<file path="src/rtl/fsm_sensor_driver_if.sv">
// Connection bundle between the sensor driver, its harness and the controller FSM.
// The driver takes the master modport; the harness/FSM side takes the slave modport.
interface fsm_sensor_driver_if #(
  parameter int CNT_W = 8
);
  logic             start;
  logic             stop;
  logic             busy;
  logic             finish;
  logic             en;
  logic             ls;
  logic             rs;
  logic             done;
  logic             timeout;
  logic [CNT_W-1:0] cycle_cnt;
  logic [CNT_W-1:0] stop_cnt;
  logic [CNT_W-1:0] busy_cnt;

  modport master (
    input  start, stop, busy, finish,
    output en, ls, rs, done, timeout, cycle_cnt, stop_cnt, busy_cnt
  );

  modport slave (
    output start, stop, busy, finish,
    input  en, ls, rs, done, timeout, cycle_cnt, stop_cnt, busy_cnt
  );
endinterface

</file>
<file path="src/rtl/fsm_sensor_driver.sv">
// Closed-loop stimulus driver for the controller FSM: LFSR-driven left/right sensors,
// one-cycle hold on stop, finish/timeout termination with saturating event counters.
module fsm_sensor_driver #(
  parameter logic [7:0] LFSR_SEED = 8'hA5,
  parameter int         TIMEOUT   = 64,
  parameter int         CNT_W     = 8
) (
  input  logic                clk,
  input  logic                rst,
  fsm_sensor_driver_if.master bus
);

  // An all-zero seed would lock the LFSR, so it is replaced by 1.
  localparam logic [7:0]       SEED     = (LFSR_SEED == 8'h00) ? 8'h01 : LFSR_SEED;
  localparam logic [CNT_W-1:0] TMO_LAST = CNT_W'(TIMEOUT - 1);

  typedef enum logic [2:0] {
    S_IDLE = 3'd0,
    S_RUN  = 3'd1,
    S_HOLD = 3'd2,
    S_DONE = 3'd3,
    S_TMO  = 3'd4
  } state_t;

  state_t           state, state_nxt;
  logic [7:0]       lfsr, lfsr_nxt;
  logic [CNT_W-1:0] cycle_cnt, cycle_nxt;
  logic [CNT_W-1:0] stop_cnt, stop_nxt;
  logic [CNT_W-1:0] busy_cnt, busy_nxt;
  logic             en, ls, rs, done, timeout;
  logic             launch;

  function automatic logic [CNT_W-1:0] sat_inc(input logic [CNT_W-1:0] v, input logic hit);
    if (hit && (v != {CNT_W{1'b1}}))
      return v + CNT_W'(1);
    return v;
  endfunction

  function automatic logic [7:0] lfsr_step(input logic [7:0] v);
    return {v[6:0], v[7] ^ v[5] ^ v[4] ^ v[3]};
  endfunction

  always_ff @(posedge clk) begin
    if (rst)
      state <= S_IDLE;
    else
      state <= state_nxt;
  end

  always_ff @(posedge clk) begin
    if (rst) begin
      lfsr      <= SEED;
      cycle_cnt <= '0;
      stop_cnt  <= '0;
      busy_cnt  <= '0;
    end else begin
      lfsr      <= lfsr_nxt;
      cycle_cnt <= cycle_nxt;
      stop_cnt  <= stop_nxt;
      busy_cnt  <= busy_nxt;
    end
  end

  // Outputs use only state and lfsr; inputs affect next-state values alone.
  always_comb begin
    state_nxt = state;
    lfsr_nxt  = lfsr;
    cycle_nxt = cycle_cnt;
    stop_nxt  = stop_cnt;
    busy_nxt  = busy_cnt;
    en        = 1'b0;
    ls        = 1'b0;
    rs        = 1'b0;
    done      = 1'b0;
    timeout   = 1'b0;
    launch    = 1'b0;

    case (state)
      S_IDLE: launch = bus.start;
      S_DONE: begin
        done   = 1'b1;
        launch = bus.start;
      end
      S_TMO: begin
        timeout = 1'b1;
        launch  = bus.start;
      end
      S_RUN, S_HOLD: begin
        en        = 1'b1;
        cycle_nxt = sat_inc(cycle_cnt, 1'b1);
        stop_nxt  = sat_inc(stop_cnt, bus.stop);
        busy_nxt  = sat_inc(busy_cnt, bus.busy);
        if (state == S_RUN) begin
          ls       = lfsr[0];
          rs       = lfsr[1];
          lfsr_nxt = lfsr_step(lfsr);
        end
        if (bus.finish)
          state_nxt = S_DONE;
        else if (cycle_cnt == TMO_LAST)
          state_nxt = S_TMO;
        else if ((state == S_RUN) && bus.stop)
          state_nxt = S_HOLD;
        else
          state_nxt = S_RUN;
      end
      default: state_nxt = S_IDLE;
    endcase

    if (launch) begin
      state_nxt = S_RUN;
      lfsr_nxt  = SEED;
      cycle_nxt = '0;
      stop_nxt  = '0;
      busy_nxt  = '0;
    end
  end

  assign bus.en        = en;
  assign bus.ls        = ls;
  assign bus.rs        = rs;
  assign bus.done      = done;
  assign bus.timeout   = timeout;
  assign bus.cycle_cnt = cycle_cnt;
  assign bus.stop_cnt  = stop_cnt;
  assign bus.busy_cnt  = busy_cnt;

endmodule
</file>
<file path="src/flat_wrapper.sv">
// flat-port wrapper written by rule: the top's interface ports become plain ports
module fsm_sensor_driver_flat 
#(
  parameter logic [7:0] LFSR_SEED = 8'hA5,
  parameter int         TIMEOUT   = 64,
  parameter int         CNT_W     = 8
)
  (clk, rst, bus_start, bus_stop, bus_busy, bus_finish, bus_en, bus_ls, bus_rs, bus_done, bus_timeout, bus_cycle_cnt, bus_stop_cnt, bus_busy_cnt);
  fsm_sensor_driver_if #(.CNT_W(CNT_W)) bus_i ();
  input  logic clk;
  input  logic rst;
  input wire logic [$bits(bus_i.start)-1:0] bus_start;
  input wire logic [$bits(bus_i.stop)-1:0] bus_stop;
  input wire logic [$bits(bus_i.busy)-1:0] bus_busy;
  input wire logic [$bits(bus_i.finish)-1:0] bus_finish;
  output wire logic [$bits(bus_i.en)-1:0] bus_en;
  output wire logic [$bits(bus_i.ls)-1:0] bus_ls;
  output wire logic [$bits(bus_i.rs)-1:0] bus_rs;
  output wire logic [$bits(bus_i.done)-1:0] bus_done;
  output wire logic [$bits(bus_i.timeout)-1:0] bus_timeout;
  output wire logic [$bits(bus_i.cycle_cnt)-1:0] bus_cycle_cnt;
  output wire logic [$bits(bus_i.stop_cnt)-1:0] bus_stop_cnt;
  output wire logic [$bits(bus_i.busy_cnt)-1:0] bus_busy_cnt;
  assign bus_i.start = bus_start;
  assign bus_i.stop = bus_stop;
  assign bus_i.busy = bus_busy;
  assign bus_i.finish = bus_finish;
  assign bus_en = bus_i.en;
  assign bus_ls = bus_i.ls;
  assign bus_rs = bus_i.rs;
  assign bus_done = bus_i.done;
  assign bus_timeout = bus_i.timeout;
  assign bus_cycle_cnt = bus_i.cycle_cnt;
  assign bus_stop_cnt = bus_i.stop_cnt;
  assign bus_busy_cnt = bus_i.busy_cnt;
  fsm_sensor_driver #(.LFSR_SEED(LFSR_SEED), .TIMEOUT(TIMEOUT), .CNT_W(CNT_W)) u_core (.clk(clk), .rst(rst), .bus(bus_i));
endmodule
</file>
<file path="config.mk">
export PLATFORM = sky130hd
export DESIGN_NAME = fsm_sensor_driver_flat
export DESIGN_NICKNAME = d
export VERILOG_FILES = /design/src/rtl/fsm_sensor_driver_if.sv /design/src/rtl/fsm_sensor_driver.sv /design/src/flat_wrapper.sv
export SDC_FILE = /design/constraint.sdc
export NUM_CORES = 1
export LEC_CHECK = 0
export CAP_MARGIN = 5
export CORE_AREA = 5 5 61 63
export DETAILED_ROUTE_END_ITERATION = 6
export DIE_AREA = 0 0 66 68
export PLACE_DENSITY = 0.83
export SYNTH_ARGS = -nofsm -noshare
export SYNTH_HDL_FRONTEND = slang
export SYNTH_SLANG_ARGS = --single-unit
</file>
<file path="constraint.sdc">
create_clock -name clk -period 3.1 [get_ports clk]
set_clock_uncertainty 0.1 [all_clocks]
set_input_delay 0.775 -clock clk [delete_from_list [all_inputs] [get_ports clk]]
set_output_delay 0.775 -clock clk [all_outputs]
set_load 0.01 [all_outputs]
</file>
==> metrics, run 1 <==
die width=~66 um; I/O pin cnt=35; Final setup viols=0; Synth Cell Area=~0.0016 mm^2; cell count after placement=around 270; dpl ws=about 600 ps; worst rel slew slack=a little over two fifths; root buf cell=clkbuf_4; worst setup margin=328 ps; CTS tree=built; count leader, synth=dfxtp_1; Post-Synth Adder-Cell Area=2.34%; Sequential Area=between 700 and 800 um^2; PostCTS Resize Cnt=0; Iter 0 DRT Violations=154; placed inst area=roughly 0.0020 mm^2; Rows=21; cell count after synthesis=190; antenna fix cells=0; Synth Area in XOR/XNOR=around 4.3%; Final nets=about 240; fmax=approximately 360 MHz; drc violations=0; MaxCap Viol Count=0; Ys Warns=0; largest area contributor in the netlist=dfxtp_1; Slew @ Worst Pin=between 800 and 900 ps; clock buffer count from CTS=5; Starting Density=slightly above 50%; Reg2Reg Capture Point=u_core.bus.cycle_cnt[7]; Hold Slack=about 360 ps; clk slew on worst S/H paths=about 100 ps; Post-CTS Hold Buffers=0; hold path depth=2; H-tree depth=2; Total Routed Length=between 3 and 4 mm; Worst Hold End=u_core.lfsr[1]; total power=between 1 and 1.5 mW; outcome=completed; Layout Utilization=64.7%; setup TNS=0 ps; ys async rst share=0%; largest family of logic cells by synthesized area=simple AND/OR/NAND/NOR gates; register area share after synthesis=a little over two fifths; unrepaired setup endpoints after global routing=no; ranking of synthesized cells by area=dfxtp_1 (44%), a21oi_1 (7.5%), nand2_1 (4.7%), or3_1 (4.7%), nand3_1 (4.4%); I/O Buffers=34; fin crit period=2770 ps; Avg Inst Size Synth=8.43 um^2; Detail Route Antenna Nets=0; area of the die=between 0.004 and 0.005 mm^2; critical path type=reg -> out; vias=1,481; ratio of cells with drive above 1 in the final layout=5.73%; dominant synthesized flop cell=dfxtp_1; post-synthesis register bit count=35; largest net degree at the start of global routing=26; drt via density=between 5 and 6; initial antenna violation count=0; Synth Area in Compound Gates=around 20%; synth unique cells=32; first-pass GRT wire length=roughly 5.7 mm; remaining global-route overflow=0; Worst R2R Path Depth=4; clock sink total=35; # fillers=roughly 280; VDD IR max=0.306 mV; post-synthesis simple-gate area fraction=24.3%; most frequent cells after synthesis=dfxtp_1 (35), a21oi_1 (24), nand2_1 (20); Post-CTS Setup Inserts=0; hpwl dp=about 2.4 mm; syn_nets=about 200; min-delay src=u_core.lfsr[1]; Critical Path RT=roughly 2200 ps; CP Capture Type=output port; area share of the largest cell type after synthesis=between 40% and 50%; post-synthesis mux area share=1.88%; Die Y=~70 um; Clock Latency Late Sink=around 340 ps; Clock Tree Buf Depth=2; leakage power=approximately 0.70 nW; area of the multi-input gates=approximately 850 um^2; number of detailed-route iterations in the first pass=4; core area=~0.0032 mm^2; critical path startpoint category=register; Hold Violations, Final=0; Register-to-Register Setup Slack=about 1100 ps; Post-Layout Cell Count=273; Critical Path AT=1900 ps; vias in the first global route=~1,400; FF-to-FF Start=u_core.state[1]; Routed wire per std cell=12.3 um; crit path max fanout=6; post-route cell area=0.00206 mm^2; GR Util All Layers=~17%; Post-synth EDFFs=0; Placer Congestion=about 0.77; max-slew violation count=0; Power Dens Cells=between 400 and 500 mW/mm^2; worst hold path type=reg -> reg; P&R area growth vs syn=28.4%; final worst-path cycle share=89.4%
cell usage in the layout (no fill, tap or decap), drive strengths merged, types with 2 or more instances in the layout:
cell type      Yosys  final
mux2i              3      3
a21oi             24     24
o211ai             2      2
clkbuf             4      8
and3               2      2
or3               12     12
nor2              12     12
xnor2              3      3
and4               2      2
ha                 3      3
nand3             14     14
o2111ai            2      2
or4                6      6
and2               2      2
xor2               4      4
o21ai             12     12
o31ai              6      6
buf                3      2
dfxtp             35     35
inv                7      7
nand2             20     20
nand4              3      3
nor3               2      2
clkdlybuf4s50      0     34
cell families after synthesis:
logic type	after synthesis
xor+xnor	7
flops	35
simple gates	76
buf+inv	14
mux	3
fa+ha+maj	3
compound gates	52
area by class of cell:
type / instances / area share, %
flip-flops and latches: 35 / 34.1
multi-input cells: 141 / 41.2
repair buffers: 36 / 17.3
clock buffers: 8 / 3.35
well taps: 46 / 2.80
inverters: 7 / 1.28
worst max-delay path, cell delays in order (launching register included):
cell and delay (ps):
dfxtp_1 450, nor3b_1 370, and2_1 200, clkdlybuf4s50_1 530
flip-flops by register name, indices dropped and copies added, names as in the netlist:
register and flops:
u_core.lfsr 8, u_core.bus.busy_cnt 8, u_core.bus.stop_cnt 8, u_core.bus.cycle_cnt 8, u_core.state 3
power breakdown:
| group | internal [mW] | switching, mW |
|---|---|---|
| clock network | 0.133 | 0.156 |
| logic | 0.0937 | 0.120 |
| registers | 0.478 | 0.0270 |
metal layers:
metal | vias up | part of all wire, % | global-route usage (%)
li1 | 773 | - | -
met1 | 670 | 48 | 19.6
met2 | 31 | 45 | 27.0
met3 | 7 | 5.4 | 6.90
met4 | 0 | 1.5 | 6.60
met5 | - | 0 | 0
worst max-delay path by stage:
stage	start	to
final	u_core.state[0]	bus_rs
after global routing	u_core.state[0]	bus_rs
after CTS	u_core.state[0]	bus_rs
after detailed placement	bus_stop	u_core.bus.stop_cnt[7]
after global placement	bus_stop	u_core.bus.stop_cnt[5]
after floorplan	u_core.state[0]	bus_rs
Power figures use the tool's default switching activity.
==> run 2: changes to the inputs <==
--- a/config.mk
+++ b/config.mk
@@ -6,9 +6,10 @@
 export NUM_CORES = 1
 export LEC_CHECK = 0
 export CAP_MARGIN = 5
-export CORE_AREA = 5 5 61 63
+export CORE_AREA = 2 2 58 60
+export CTS_CLUSTER_SIZE = 30
 export DETAILED_ROUTE_END_ITERATION = 6
-export DIE_AREA = 0 0 66 68
+export DIE_AREA = 0 0 60 62
 export PLACE_DENSITY = 0.83
 export SYNTH_ARGS = -nofsm -noshare
 export SYNTH_HDL_FRONTEND = slang
==> metrics, run 2 (synthesis gave the netlist of run 1 again) <==
H-tree depth=2; CP Capture Type=output port; Post-CTS Setup Inserts=0; Placer Congestion=approximately 0.8; first-pass GRT wire length=5.47 mm; Clock Tree Buf Depth=2; unrepaired setup endpoints after global routing=no; outcome=completed; Final nets=between 200 and 250; remaining global-route overflow=0; Total Routed Length=approximately 3.4 mm; VDD IR max=~0.27 mV; ratio of cells with drive above 1 in the final layout=~6.6%; most frequent cells in the layout=dfxtp_1 (35), clkdlybuf4s50_1 (34), a21oi_1 (23), nand2_1 (20), nand3_1 (14); crit path max fanout=8; Crit-path slowest cell=clkdlybuf4s50_1; Die Y=between 60 and 70 um; clk slew on worst S/H paths=110 ps; Rows=21; Critical Path RT=2220 ps; fin crit period=2790 ps; worst hold path type=reg -> reg; area of the die=0.00372 mm^2; Clock Latency Late Sink=roughly 340 ps; Routed wire per std cell=12.3 um; setup TNS=0 ps; CP peak stage delay=about 530 ps; number of detailed-route iterations in the first pass=4; Power Dens Cells=between 400 and 500 mW/mm^2; vias=approximately 1,500; Starting Density=50.4%; Detail Route Antenna Nets=0; I/O pin cnt=35; leakage power=approximately 0.70 nW; Post-CTS Hold Buffers=0; die width=approximately 60 um; hpwl dp=2.41 mm; MaxCap Viol Count=0; drt via density=about 5.5; PostCTS Resize Cnt=0; Hold Violations, Final=0; # fillers=around 290; Iter 0 DRT Violations=67; critical path startpoint category=register; drc violations=0; max-slew violation count=0; vias in the first global route=roughly 1,300; final worst-path cycle share=approximately nine tenths; worst rel slew slack=39.7%; root buf cell=clkbuf_4; GR Util All Layers=between 10% and 20%; critical path type=reg -> out; Register-to-Register Setup Slack=1030 ps; Critical Path AT=1910 ps; antenna fix cells=0; most common cell after layout, fill and taps aside=dfxtp_1; P&R area growth vs syn=27.8%; core area=about 0.0032 mm^2; fmax=between 300 and 400 MHz; clock sink total=35; critical-path cell list=nor3b_1 > buf_4 > and2_1 > clkdlybuf4s50_1; initial antenna violation count=0; clock buffer count from CTS=5; Slew @ Worst Pin=about 900 ps; CTS tree=built; Hold Slack=between 300 and 400 ps; I/O Buffers=34; Final setup viols=0; largest net degree at the start of global routing=17
## run 2: cell count changes in the layout (fill, tap and decap cells not counted)
cell	change
clkbuf_1	-1
clkbuf_8	-2
buf_4	+1
clkinv_2	+3
## run 2: metal layers
layer	part of all wire, %	global-route usage, %
met5	0	0
met4	0.92	6.35
met3	3.9	5.59
met2	49	31.1
met1	47	25.1
## run 2: critical path, delay by kind of cell (launching register included)
family	cells	cell delay, ps
simple gates	2	380
buf+inv	2	720
flops	1	470
## run 2: worst paths after layout
check / from / to / cells after the start
min reg2reg: u_core.lfsr[2] / u_core.lfsr[3] / 2
max: u_core.state[0] / bus_rs / 4
max reg2reg: u_core.state[0] / u_core.bus.cycle_cnt[7] / 4
min: u_core.lfsr[2] / u_core.lfsr[3] / 2
## run 2: per-stage QoR
| step | util [%] | total power [mW] | instances | worst slack, ps | cell area, um^2 |
|---|---|---|---|---|---|
| floorplan | - | 0.659 | 190 | 1010 | 1600 |
| global placement | 62.7 | 0.731 | 266 | 677 | 1990 |
| detailed placement | 62.7 | 0.737 | 266 | 592 | 1990 |
| CTS | 64.4 | 0.976 | 274 | 288 | 2050 |
| global route | 64.4 | 1.03 | 274 | 193 | 2050 |
| finish | 64.4 | 0.968 | 274 | 314 | 2050 |
## run 2: cell type report
type | instances | area [um^2] | share of cell area, %
Clock inverter | 3 | 15.0 | 0.733
Inverter | 7 | 26.3 | 1.28
Clock buffer | 5 | 37.5 | 1.83
Tap cell | 46 | 57.6 | 2.81
Multi-Input combinational cell | 141 | 847 | 41.4
Timing Repair Buffer | 37 | 363 | 17.7
Sequential cell | 35 | 701 | 34.2
## run 2: power by group
group	internal (mW)	total, mW	switching [mW]
Combinational	0.0965	0.221	0.124
Sequential	0.478	0.506	0.0274
Clock	0.0844	0.242	0.157
Total	0.659	0.968	0.309
==> run 3: changes to the inputs <==
--- a/config.mk
+++ b/config.mk
@@ -6,11 +6,13 @@
 export NUM_CORES = 1
 export LEC_CHECK = 0
 export CAP_MARGIN = 5
-export CORE_AREA = 2 2 58 60
+export CORE_AREA = 2 2 54 56
 export CTS_CLUSTER_SIZE = 30
 export DETAILED_ROUTE_END_ITERATION = 6
-export DIE_AREA = 0 0 60 62
-export PLACE_DENSITY = 0.83
+export DIE_AREA = 0 0 56 58
+export DONT_BUFFER_PORTS = 1
+export PLACE_DENSITY = 0.77
+export SLEW_MARGIN = 10
 export SYNTH_ARGS = -nofsm -noshare
 export SYNTH_HDL_FRONTEND = slang
 export SYNTH_SLANG_ARGS = --single-unit
==> constraint.sdc (replaced) <==
create_clock -name clk -period 3.3 [get_ports clk]
set_clock_uncertainty 0.1 [all_clocks]
set_input_delay 0.825 -clock clk [delete_from_list [all_inputs] [get_ports clk]]
set_output_delay 0.825 -clock clk [all_outputs]
set_load 0.01 [all_outputs]
==> metrics, run 3 (synthesis gave the netlist of run 1 again) <==
max-slew violation count=0; Die Y=58 um; drt via density=6.35; Routed wire per std cell=roughly 15 um; core area=0.00266 mm^2; ratio of cells with drive above 1 in the final layout=under 10%; VDD IR max=between 0.4 and 0.5 mV; clock buffer count from CTS=5; Critical Path RT=2370 ps; fmax=~370 MHz; crit path max fanout=8; clk slew on worst S/H paths=around 100 ps; Clock Tree Buf Depth=2; most frequent cells in the layout=dfxtp_1 (35), a21oi_1 (23), nand2_1 (20), nand3_1 (14); outcome=completed; fin crit period=approximately 2700 ps; Logic pwr share=a little under a fifth; CTS tree=built; root buf cell=clkbuf_4; area of the die=between 0.003 and 0.004 mm^2; PostCTS Resize Cnt=0; Seq pwr share=55.6%; Final nets=200; Placer Congestion=~0.80; hpwl dp=2.38 mm; Crit-path slowest cell=nor3b_1; Post-CTS Setup Inserts=0; Slew @ Worst Pin=884 ps; post-route cell area=0.00167 mm^2; remaining global-route overflow=0; # fillers=approximately 230; number of detailed-route iterations in the first pass=4; vias=1,416; Post-CTS Hold Buffers=0; P&R area growth vs syn=4.30%; critical-path cell list=nor3b_1 > and2_1; I/O Buffers=0; placed inst area=about 0.0016 mm^2; worst path bufs/invs=0; MaxCap Viol Count=0; Final setup viols=0; clock sink total=35; leakage power=about 0.57 nW; net switching power=roughly 0.28 mW; Internal=slightly below 0.6 mW; Starting Density=60.2%; drc violations=0; Rows=19; I/O pin cnt=35; Hold Violations, Final=0; Detail Route Antenna Nets=0; first-pass GRT wire length=just under 6 mm; Critical Path AT=between 1500 and 2000 ps; H-tree depth=2; critical path type=reg -> out; GR Util All Layers=between 20% and 30%; CP Capture Type=output port; Crit path max-delay family=simple AND/OR/NAND/NOR gates; unrepaired setup endpoints after global routing=no; Power Dens Cells=~520 mW/mm^2; worst rel slew slack=40.8%; Iter 0 DRT Violations=45; Total Routed Length=3.38 mm; worst hold path type=reg -> reg; Clock power frac=between 20% and 30%; antenna fix cells=0; initial antenna violation count=0; CP peak stage delay=around 670 ps; Layout Utilization=roughly 63%; setup TNS=0 ps; final worst-path cycle share=81.9%; sw frac=~32%; Clock Latency Late Sink=340 ps; vias in the first global route=1,356; largest net degree at the start of global routing=25; most common cell after layout, fill and taps aside=dfxtp_1; critical path startpoint category=register; die width=between 50 and 60 um
[run 3: changes by cell type in the layout (fill, tap and decap cells not counted)]
cell,previous run,this run
clkbuf_1,0,2
buf_4,3,1
clkdlybuf4s50_1,34,0
clkinv_2,3,1
[run 3: final cells by class]
| cell class | instances | area [um^2] | area share [%] |
|---|---|---|---|
| Timing Repair Buffer | 1 | 7.51 | 0.449 |
| Clock inverter | 1 | 5.00 | 0.300 |
| Inverter | 7 | 26.3 | 1.57 |
| Tap cell | 31 | 38.8 | 2.32 |
| Multi-Input combinational cell | 141 | 847 | 50.7 |
| Sequential cell | 35 | 701 | 41.9 |
| Clock buffer | 7 | 45.0 | 2.70 |
[run 3: power groups by stage]
stage	logic (mW)	clock network, mW	registers (mW)
2_1_floorplan	0.137	0	0.482
3_3_place_gp	0.149	0	0.487
3_5_place_dp	0.156	0	0.491
4_1_cts	0.158	0.233	0.481
5_1_grt	0.178	0.246	0.485
6_report	0.157	0.227	0.481
[run 3: per-stage QoR]
| stage | hold slack, ps | setup slack [ps] | power (mW) | cells |
|---|---|---|---|---|
| after floorplan | 332 | 1160 | 0.619 | 190 |
| after global placement | 338 | 1040 | 0.637 | 215 |
| after detailed placement | 351 | 980 | 0.647 | 215 |
| after CTS | 365 | 581 | 0.872 | 223 |
| after global routing | 392 | 429 | 0.909 | 223 |
| final | 364 | 596 | 0.865 | 223 |
[run 3: path summary, 6_finish.rpt]
check | start | end | slack (ps) | depth (start not counted)
min reg2reg | u_core.lfsr[1] | u_core.lfsr[1] | 360 | 2
min | u_core.lfsr[1] | u_core.lfsr[1] | 360 | 2
max | u_core.state[0] | bus_rs | 600 | 2
max reg2reg | u_core.bus.cycle_cnt[0] | u_core.bus.cycle_cnt[3] | 1180 | 5
[run 3: worst register-to-register path, delay by kind of cell (launching register included)]
kind / cells / cell delay, ps
simple gates: 1 / 110
fa+ha+maj: 1 / 270
compound gates: 3 / 1120
flops: 1 / 460
[run 3: routing by layer]
metal / wire, um / up-vias / track usage [%]
li1: - / 692 / -
met3: 259 / 10 / 8.26
met1: 1410 / 667 / 24.2
met4: 86 / 0 / 13.3
met2: 1630 / 47 / 38.7
met5: 0 / - / 0
